===== src/rtl/uart_rx.sv =====
// 16x-oversampling UART receiver with built-in baud-tick generator.
// Delivers one word per frame on a single-cycle done pulse, with framing-error flag.
module uart_rx #(
  parameter int DBIT    = 8,
  parameter int SB_TICK = 16
) (
  input  logic            clk,
  input  logic            reset,
  input  logic [10:0]     dvsr,
  input  logic            rx,
  output logic            rx_done_tick,
  output logic [DBIT-1:0] dout,
  output logic            frame_err,
  output logic            busy
);

  // Tick counter must reach SB_TICK-1 as well as the 16-tick data bit.
  localparam int SW = (SB_TICK > 16) ? $clog2(SB_TICK) : 4;

  localparam logic [1:0] IDLE  = 2'd0;
  localparam logic [1:0] START = 2'd1;
  localparam logic [1:0] DATA  = 2'd2;
  localparam logic [1:0] STOP  = 2'd3;

  localparam logic [SW-1:0] S_MID  = SW'(7);
  localparam logic [SW-1:0] S_BIT  = SW'(15);
  localparam logic [SW-1:0] S_STOP = SW'(SB_TICK - 1);
  localparam logic [2:0]    N_LAST = 3'(DBIT - 1);

  logic            rx_meta_q, rx_s_q;
  logic [10:0]     cnt_q, cnt_d;
  logic            tick;
  logic [1:0]      state_q, state_d;
  logic [SW-1:0]   s_q, s_d;
  logic [2:0]      n_q, n_d;
  logic [DBIT-1:0] b_q, b_d;
  logic            done_q, done_d;
  logic [DBIT-1:0] dout_q, dout_d;
  logic            ferr_q, ferr_d;

  always_ff @(posedge clk or negedge reset) begin
    if (!reset) begin
      rx_meta_q <= 1'b1;
      rx_s_q    <= 1'b1;
    end else begin
      rx_meta_q <= rx;
      rx_s_q    <= rx_meta_q;
    end
  end

  // The >= compare keeps a mid-count shrink of dvsr from wrapping through 2048.
  always_comb begin
    tick  = (cnt_q >= dvsr);
    cnt_d = tick ? '0 : cnt_q + 11'd1;
  end

  always_comb begin
    state_d = state_q;
    s_d     = s_q;
    n_d     = n_q;
    b_d     = b_q;
    done_d  = 1'b0;
    dout_d  = dout_q;
    ferr_d  = ferr_q;
    unique case (state_q)
      IDLE: begin
        if (!rx_s_q) begin
          state_d = START;
          s_d     = '0;
        end
      end
      START: begin
        if (tick) begin
          if (s_q == S_MID) begin
            if (!rx_s_q) begin
              state_d = DATA;
              s_d     = '0;
              n_d     = '0;
            end else begin
              state_d = IDLE;
            end
          end else begin
            s_d = s_q + SW'(1);
          end
        end
      end
      DATA: begin
        if (tick) begin
          if (s_q == S_BIT) begin
            s_d = '0;
            b_d = {rx_s_q, b_q[DBIT-1:1]};
            if (n_q == N_LAST) state_d = STOP;
            else               n_d     = n_q + 3'd1;
          end else begin
            s_d = s_q + SW'(1);
          end
        end
      end
      STOP: begin
        if (tick) begin
          if (s_q == S_STOP) begin
            state_d = IDLE;
            done_d  = 1'b1;
            dout_d  = b_q;
            ferr_d  = ~rx_s_q;
          end else begin
            s_d = s_q + SW'(1);
          end
        end
      end
      default: state_d = IDLE;
    endcase
  end

  always_ff @(posedge clk or negedge reset) begin
    if (!reset) begin
      cnt_q   <= '0;
      state_q <= IDLE;
      s_q     <= '0;
      n_q     <= '0;
      b_q     <= '0;
      done_q  <= 1'b0;
      dout_q  <= '0;
      ferr_q  <= 1'b0;
    end else begin
      cnt_q   <= cnt_d;
      state_q <= state_d;
      s_q     <= s_d;
      n_q     <= n_d;
      b_q     <= b_d;
      done_q  <= done_d;
      dout_q  <= dout_d;
      ferr_q  <= ferr_d;
    end
  end

  assign rx_done_tick = done_q;
  assign dout         = dout_q;
  assign frame_err    = ferr_q;
  assign busy         = (state_q != IDLE);

endmodule


===== config.mk =====
export PLATFORM = sky130hd
export DESIGN_NAME = uart_rx
export DESIGN_NICKNAME = d
export VERILOG_FILES = /design/src/rtl/uart_rx.sv
export SDC_FILE = /design/constraint.sdc
export NUM_CORES = 1
export LEC_CHECK = 0
export ABC_AREA = 0
export CORE_UTILIZATION = 40
export CTS_CLUSTER_DIAMETER = 120
export CTS_CLUSTER_SIZE = 25
export DETAILED_ROUTE_END_ITERATION = 8
export GPL_ROUTABILITY_DRIVEN = 1
export SLEW_MARGIN = 20
export SYNTH_ARGS = -nofsm -noshare
export SYNTH_HDL_FRONTEND = slang
export SYNTH_SLANG_ARGS = --single-unit

===== constraint.sdc =====
create_clock -name clk -period 6.15 [get_ports clk]
set_input_delay 0.615 -clock clk [delete_from_list [all_inputs] [get_ports clk]]
set_output_delay 0.615 -clock clk [all_outputs]
set_load 0.01 [all_outputs]

==> impl_metrics.env, run 1 <==
export IMPL_via_per_inst=5.31
export IMPL_rr_startpoint="cnt_q[6]"
export IMPL_grt_pass1_vias=1446
export IMPL_worst_path_max_delay_cell="a221o_2"
export IMPL_r2r_end="b_q[7]"
export IMPL_drc_errors=0
export IMPL_grt_overflow=0
export IMPL_p_seq_share_pct=46.6
export IMPL_synthCells=192
export IMPL_antenna_found_initial=0
export IMPL_path_class="in -> reg"
export IMPL_final_cell_area_um2=2590
export IMPL_cpPeakStageDelay_ns=0.48
export IMPL_die_x_um=75.8
export IMPL_ys_seq_elements=40
export IMPL_reg2reg_slack_ns=3.73
export IMPL_detail_route_antenna_nets=0
export IMPL_yosysSeqAreaShare_pct=46.1
export IMPL_wirelength_mm=3.88
export IMPL_core_area_um2=5170
export IMPL_min_path_type="reg -> reg"
export IMPL_cts_hold_fix_buffers=0
export IMPL_ys_async_sr_fraction_pct=100
export IMPL_fillCellCount=471
export IMPL_drt_iter0_markers=40
export IMPL_clkSlewWorstSetupHoldPaths_ns=0.08
export IMPL_comb_power_share_pct=26.0
export IMPL_p_switching_mw=0.244
export IMPL_intPower_mw=0.521
export IMPL_groute_usage_overall_pct=15.2
export IMPL_cts_tree="done"
export IMPL_post_cts_resized=0
export IMPL_ir_drop_mv=0.172
export IMPL_grt_setup_unrepaired="no"
export IMPL_vias=1539
export IMPL_reg2reg_depth=6
export IMPL_min_to="rx_s_q"
export IMPL_grt_max_degree=41
export IMPL_tightest_slew_ns=0.861
export IMPL_placed_area_um2=2480
export IMPL_fp_dieH_um=75.8
export IMPL_cellLeakagePower_nw=1.19
export IMPL_gp_congestion=0.702
export IMPL_rows=26
export IMPL_min_from="rx_meta_q"
export IMPL_finalPower_mw=0.765
export IMPL_synth_area_top_cells="dfrtp_1 (44%), mux2_2 (9.3%), ha_1 (8.6%), inv_1 (2.8%), nor2_1 (2.8%)"
export IMPL_crit_chain="clkdlybuf4s50_1, inv_1, ha_1, a211oi_1, o21ai_1, a221o_2, o211ai_4, mux2_2"
export IMPL_pwr_share_clk_pct=27.4
export IMPL_cts_buffers=5
export IMPL_port_buffers=24
export IMPL_worstSkewPairLatency_ns=0.29
export IMPL_path_max_fanout=8
export IMPL_grt_pass1_wl_mm=6.49
export IMPL_finalSetupViolCount=0
export IMPL_layout_nets=248
export IMPL_whs_path_depth=0
export IMPL_pin_count=25
export IMPL_synth_distinct_cells=46
export IMPL_routedWlPerCell_um=13.4
export IMPL_yosys_cell_count_top_type="dfrtp_1"
export IMPL_ctsLongestPathBuffers=2
export IMPL_initial_core_util_pct=42.1
export IMPL_synth_edf_count=0
export IMPL_root_buffer="clkbuf_8"
export IMPL_die_area_um2=5740
export IMPL_dpl_worst_slack_ns=3.02
export IMPL_yosys_warnings=0
export IMPL_fmax_mhz=355
export IMPL_syn_num_nets=221
export IMPL_place_hpwl_mm=2.78
export IMPL_swShare_pct=31.9
export IMPL_cap_violations=0
export IMPL_drt_pass1_iter_count=4
export IMPL_hold_ws_ns=0.360
export IMPL_finalHoldViolations=0
export IMPL_synth_ff_type="dfrtp_1"
export IMPL_endpoint_kind="register"
export IMPL_required_ns=6.33
export IMPL_worstPathArrival_ns=2.99
export IMPL_htree_levels=2
export IMPL_clock_skew_ns=0.00807
export IMPL_fin_tns_setup_ns=0
export IMPL_cp_start_kind="primary input"
export IMPL_multi_input_area_um2=1090
export IMPL_drive_gt1_share_pct=17.7
export IMPL_netlist_top_cells_count="dfrtp_1 (38), mux2_2 (18), inv_1 (16), nor2_1 (16)"
export IMPL_area_growth_pct=19.1
export IMPL_synth_top_cell_area_share_pct=43.7
export IMPL_post_cts_buffers=0
export IMPL_diodes=0
export IMPL_avgSynthCellArea_um2=11.3
export IMPL_cts_sinks=40
export IMPL_fin_ws_ns=3.33
export IMPL_regArea_um2=1000
export IMPL_yosysTopAreaCell="dfrtp_1"
export IMPL_relSlewSlack_pct=42.6
export IMPL_fin_crit_sh_pct=45.8
export IMPL_outcome="completed"
export IMPL_slew_violations=0
export IMPL_synth_area_um2=2180
export IMPL_power_density_nw_per_um2=295
export IMPL_layout_min_cycle_time_ns=2.82
metal layers:
layer	track usage (%)	part of all wire (%)	up-vias
met3	3.04	4.2	4
met5	0	0	-
met2	24.2	44	31
met1	20.5	51	755
li1	-	-	749
met4	5.56	1.1	0
worst max-delay path: cells and delay by family:
kind | cells | cell delay (ns)
compound gates | 4 | 1.21
buf+inv | 2 | 0.49
fa+ha+maj | 1 | 0.30
mux | 1 | 0.37
placed cells by master (no fill, tap or decap), types with 3 or more instances in the layout:
cell type	instances
dfrtp_1	38
clkdlybuf4s50_1	23
mux2_2	18
inv_1	16
nor2_1	16
nand2_1	15
ha_1	15
a21oi_1	5
nand3_1	5
xor2_1	5
xnor2_1	5
clkbuf_8	5
o31ai_1	4
and4_1	3
a2111oi_0	3
a311o_1	3
power by group through the flow:
stage / combinational [mW] / sequential, mW / clock (mW)
2_1_floorplan: 0.166 / 0.340 / 0
3_3_place_gp: 0.197 / 0.361 / 0
4_1_cts: 0.204 / 0.355 / 0.216
5_1_grt: 0.232 / 0.363 / 0.227
6_report: 0.199 / 0.356 / 0.210
3_5_place_dp: 0.203 / 0.361 / 0
cell type report:
cell class	count	area share, %
flip-flops and latches	40	38.7
clock inverters	3	1.64
well taps	70	3.38
inverters	16	2.32
clock buffers	5	2.66
multi-input cells	132	42.2
repair buffers	24	9.08
state kept, by name (all words and copies together), names as in the netlist, 3 cells and up, named ones only:
name and count:
cnt_q 11, n_q 3, s_q 4, dout 8, b_q 8
cell families after synthesis:
group	after synthesis	share of synthesized area [%]
and+or+nand+nor	51	12.0
DFF	40	46.1
AOI/OAI and AO/OA	37	15.8
buffers and inverters	20	3.62
muxes	19	9.83
adders and majority gates	15	8.63
xor gates and xnor gates	10	4.03
how the worst max path moves through the flow:
stage / from / end / slack (ns)
final: dvsr[6] / b_q[7] / 3.33
after global routing: dvsr[10] / b_q[6] / 3.24
after CTS: dvsr[6] / b_q[5] / 3.32
after detailed placement: dvsr[10] / b_q[3] / 3.02
after global placement: dvsr[6] / b_q[2] / 3.02
after floorplan: dvsr[10] / b_q[0] / 3.65
stage by stage:
step / cells / utilization (%)
floorplan: 192 / -
global placement: 282 / 47.9
detailed placement: 282 / 47.9
CTS: 290 / 50.1
global route: 290 / 50.1
finish: 290 / 50.1
No activity file was read; power rests on OpenSTA's default activity.
==> run 2: changes to the inputs <==
- clock period: 6.15 -> 2.92 ns (I/O delays scaled with it)
==> impl_metrics.env, run 2 (same netlist as run 1, synthesis figures left out) <==
export IMPL_grt_overflow=0
export IMPL_power_density_nw_per_um2=624
export IMPL_fin_crit_sh_pct=85.4
export IMPL_fmax_mhz=401
export IMPL_fin_cells=295
export IMPL_initial_core_util_pct=42.1
export IMPL_cts_tree="done"
export IMPL_min_path_type="in -> async"
export IMPL_finalHoldViolations=0
export IMPL_layout_common_cells="dfrtp_1 (38), clkdlybuf4s50_1 (23), mux2_2 (18)"
export IMPL_area_growth_pct=20.8
export IMPL_die_x_um=75.8
export IMPL_drt_pass1_iter_count=4
export IMPL_finalSetupViolCount=0
export IMPL_finalPower_mw=1.64
export IMPL_endpoint_kind="register"
export IMPL_port_buffers=24
export IMPL_cts_buffers=5
export IMPL_rr_startpoint="cnt_q[6]"
export IMPL_via_per_inst=5.20
export IMPL_cp_top_family="compound AO/OA/AOI/OAI gates"
export IMPL_ir_drop_mv=0.343
export IMPL_tightest_slew_ns=0.871
export IMPL_worst_path_max_delay_cell="a221o_2"
export IMPL_grt_pass1_wl_mm=6.62
export IMPL_post_cts_resized=0
export IMPL_regMostFlops="cnt_q"
export IMPL_relSlewSlack_pct=41.9
export IMPL_drt_iter0_markers=63
export IMPL_die_area_um2=5740
export IMPL_antenna_found_initial=0
export IMPL_worstSkewPairLatency_ns=0.28
export IMPL_root_buffer="clkbuf_8"
export IMPL_clock_skew_ns=0.00384
export IMPL_htree_levels=2
export IMPL_diodes=0
export IMPL_cp_start_kind="primary input"
export IMPL_cap_violations=0
export IMPL_path_buf_inv=2
export IMPL_grt_setup_unrepaired="no"
export IMPL_wirelength_mm=3.84
export IMPL_gp_congestion=0.842
export IMPL_required_ns=3.10
export IMPL_rows=26
export IMPL_placed_cells=287
export IMPL_clkSlewWorstSetupHoldPaths_ns=0.08
export IMPL_r2r_end="b_q[7]"
export IMPL_post_cts_buffers=0
export IMPL_largest_reg_flops=11
export IMPL_detail_route_antenna_nets=0
export IMPL_fin_ws_ns=0.426
export IMPL_final_common_cell="dfrtp_1"
export IMPL_cellLeakagePower_nw=1.22
export IMPL_slew_violations=0
export IMPL_groute_usage_overall_pct=15.4
export IMPL_crit_chain="clkdlybuf4s50_1, inv_1, ha_1, and3_4, o21a_4, a221o_2, o211ai_4, mux2_2"
export IMPL_pin_count=25
export IMPL_path_class="in -> reg"
export IMPL_grt_max_degree=41
export IMPL_vias=1534
export IMPL_fin_tns_setup_ns=0
export IMPL_ctsLongestPathBuffers=2
export IMPL_drive_gt1_share_pct=19.6
export IMPL_routedWlPerCell_um=13.0
export IMPL_fillCellCount=488
export IMPL_path_max_fanout=8
export IMPL_fp_dieH_um=75.8
export IMPL_grt_pass1_vias=1499
export IMPL_cts_sinks=40
export IMPL_outcome="completed"
export IMPL_drc_errors=0
export IMPL_layout_nets=253
export IMPL_worstPathArrival_ns=2.67
export IMPL_dpl_worst_slack_ns=0.129
export IMPL_layout_min_cycle_time_ns=2.49
export IMPL_place_hpwl_mm=2.79
export IMPL_reg2reg_slack_ns=0.50
export IMPL_cpPeakStageDelay_ns=0.48
export IMPL_core_area_um2=5170
export IMPL_cts_hold_fix_buffers=0
export IMPL_reg2reg_depth=6
run 2: routing by layer:
layer  part of all wire, %  vias to the layer above  global-route usage, %
li1                      -                      756                      -
met1                    51                      745                   20.6
met2                    43                       28                   24.5
met3                   4.7                        5                   4.23
met4                  0.96                        0                   4.32
met5                     0                        -                      0
run 2: area by class of cell:
class,instances,area (um^2),area share [%]
Clock buffer,5,68.8,2.62
Timing Repair Buffer,29,273,10.4
Inverter,16,60.1,2.28
Sequential cell,40,1000,38.2
Clock inverter,3,42.5,1.62
Multi-Input combinational cell,132,1090,41.6
Tap cell,70,87.6,3.33
run 2: where the power goes:
group          switching (mW)  leakage (nW)  internal, mW
registers               0.114         0.515         0.638
logic                   0.216         0.647         0.228
clock network           0.192        0.0541         0.253
run 2: worst max-delay path by stage:
stage	start	endpoint	slack [ns]	cells after the start
final	dvsr[10]	b_q[7]	0.43	8
after global routing	dvsr[6]	b_q[7]	0.32	8
after CTS	dvsr[10]	b_q[7]	0.44	8
after detailed placement	dvsr[6]	b_q[3]	0.13	8
after global placement	dvsr[6]	b_q[2]	0.16	8
after floorplan	cnt_q[10]	b_q[0]	0.70	6
run 2: through the flow:
| stage | hold WS (ns) | utilization [%] | area, um^2 |
|---|---|---|---|
| 2_1_floorplan | -0.00359 | - | 2180 |
| 3_3_place_gp | 0.346 | 48.7 | 2520 |
| 3_5_place_dp | 0.348 | 48.7 | 2520 |
| 4_1_cts | 0.146 | 50.8 | 2630 |
| 5_1_grt | 0.199 | 50.8 | 2630 |
| 6_report | 0.120 | 50.8 | 2630 |
run 2: worst register-to-register path, cell delays in order, from the launching register on:
cell	delay (ns)
dfrtp_1	0.43
ha_1	0.31
a211oi_1	0.23
o21ai_1	0.16
a221o_2	0.48
o211ai_4	0.33
mux2_2	0.37
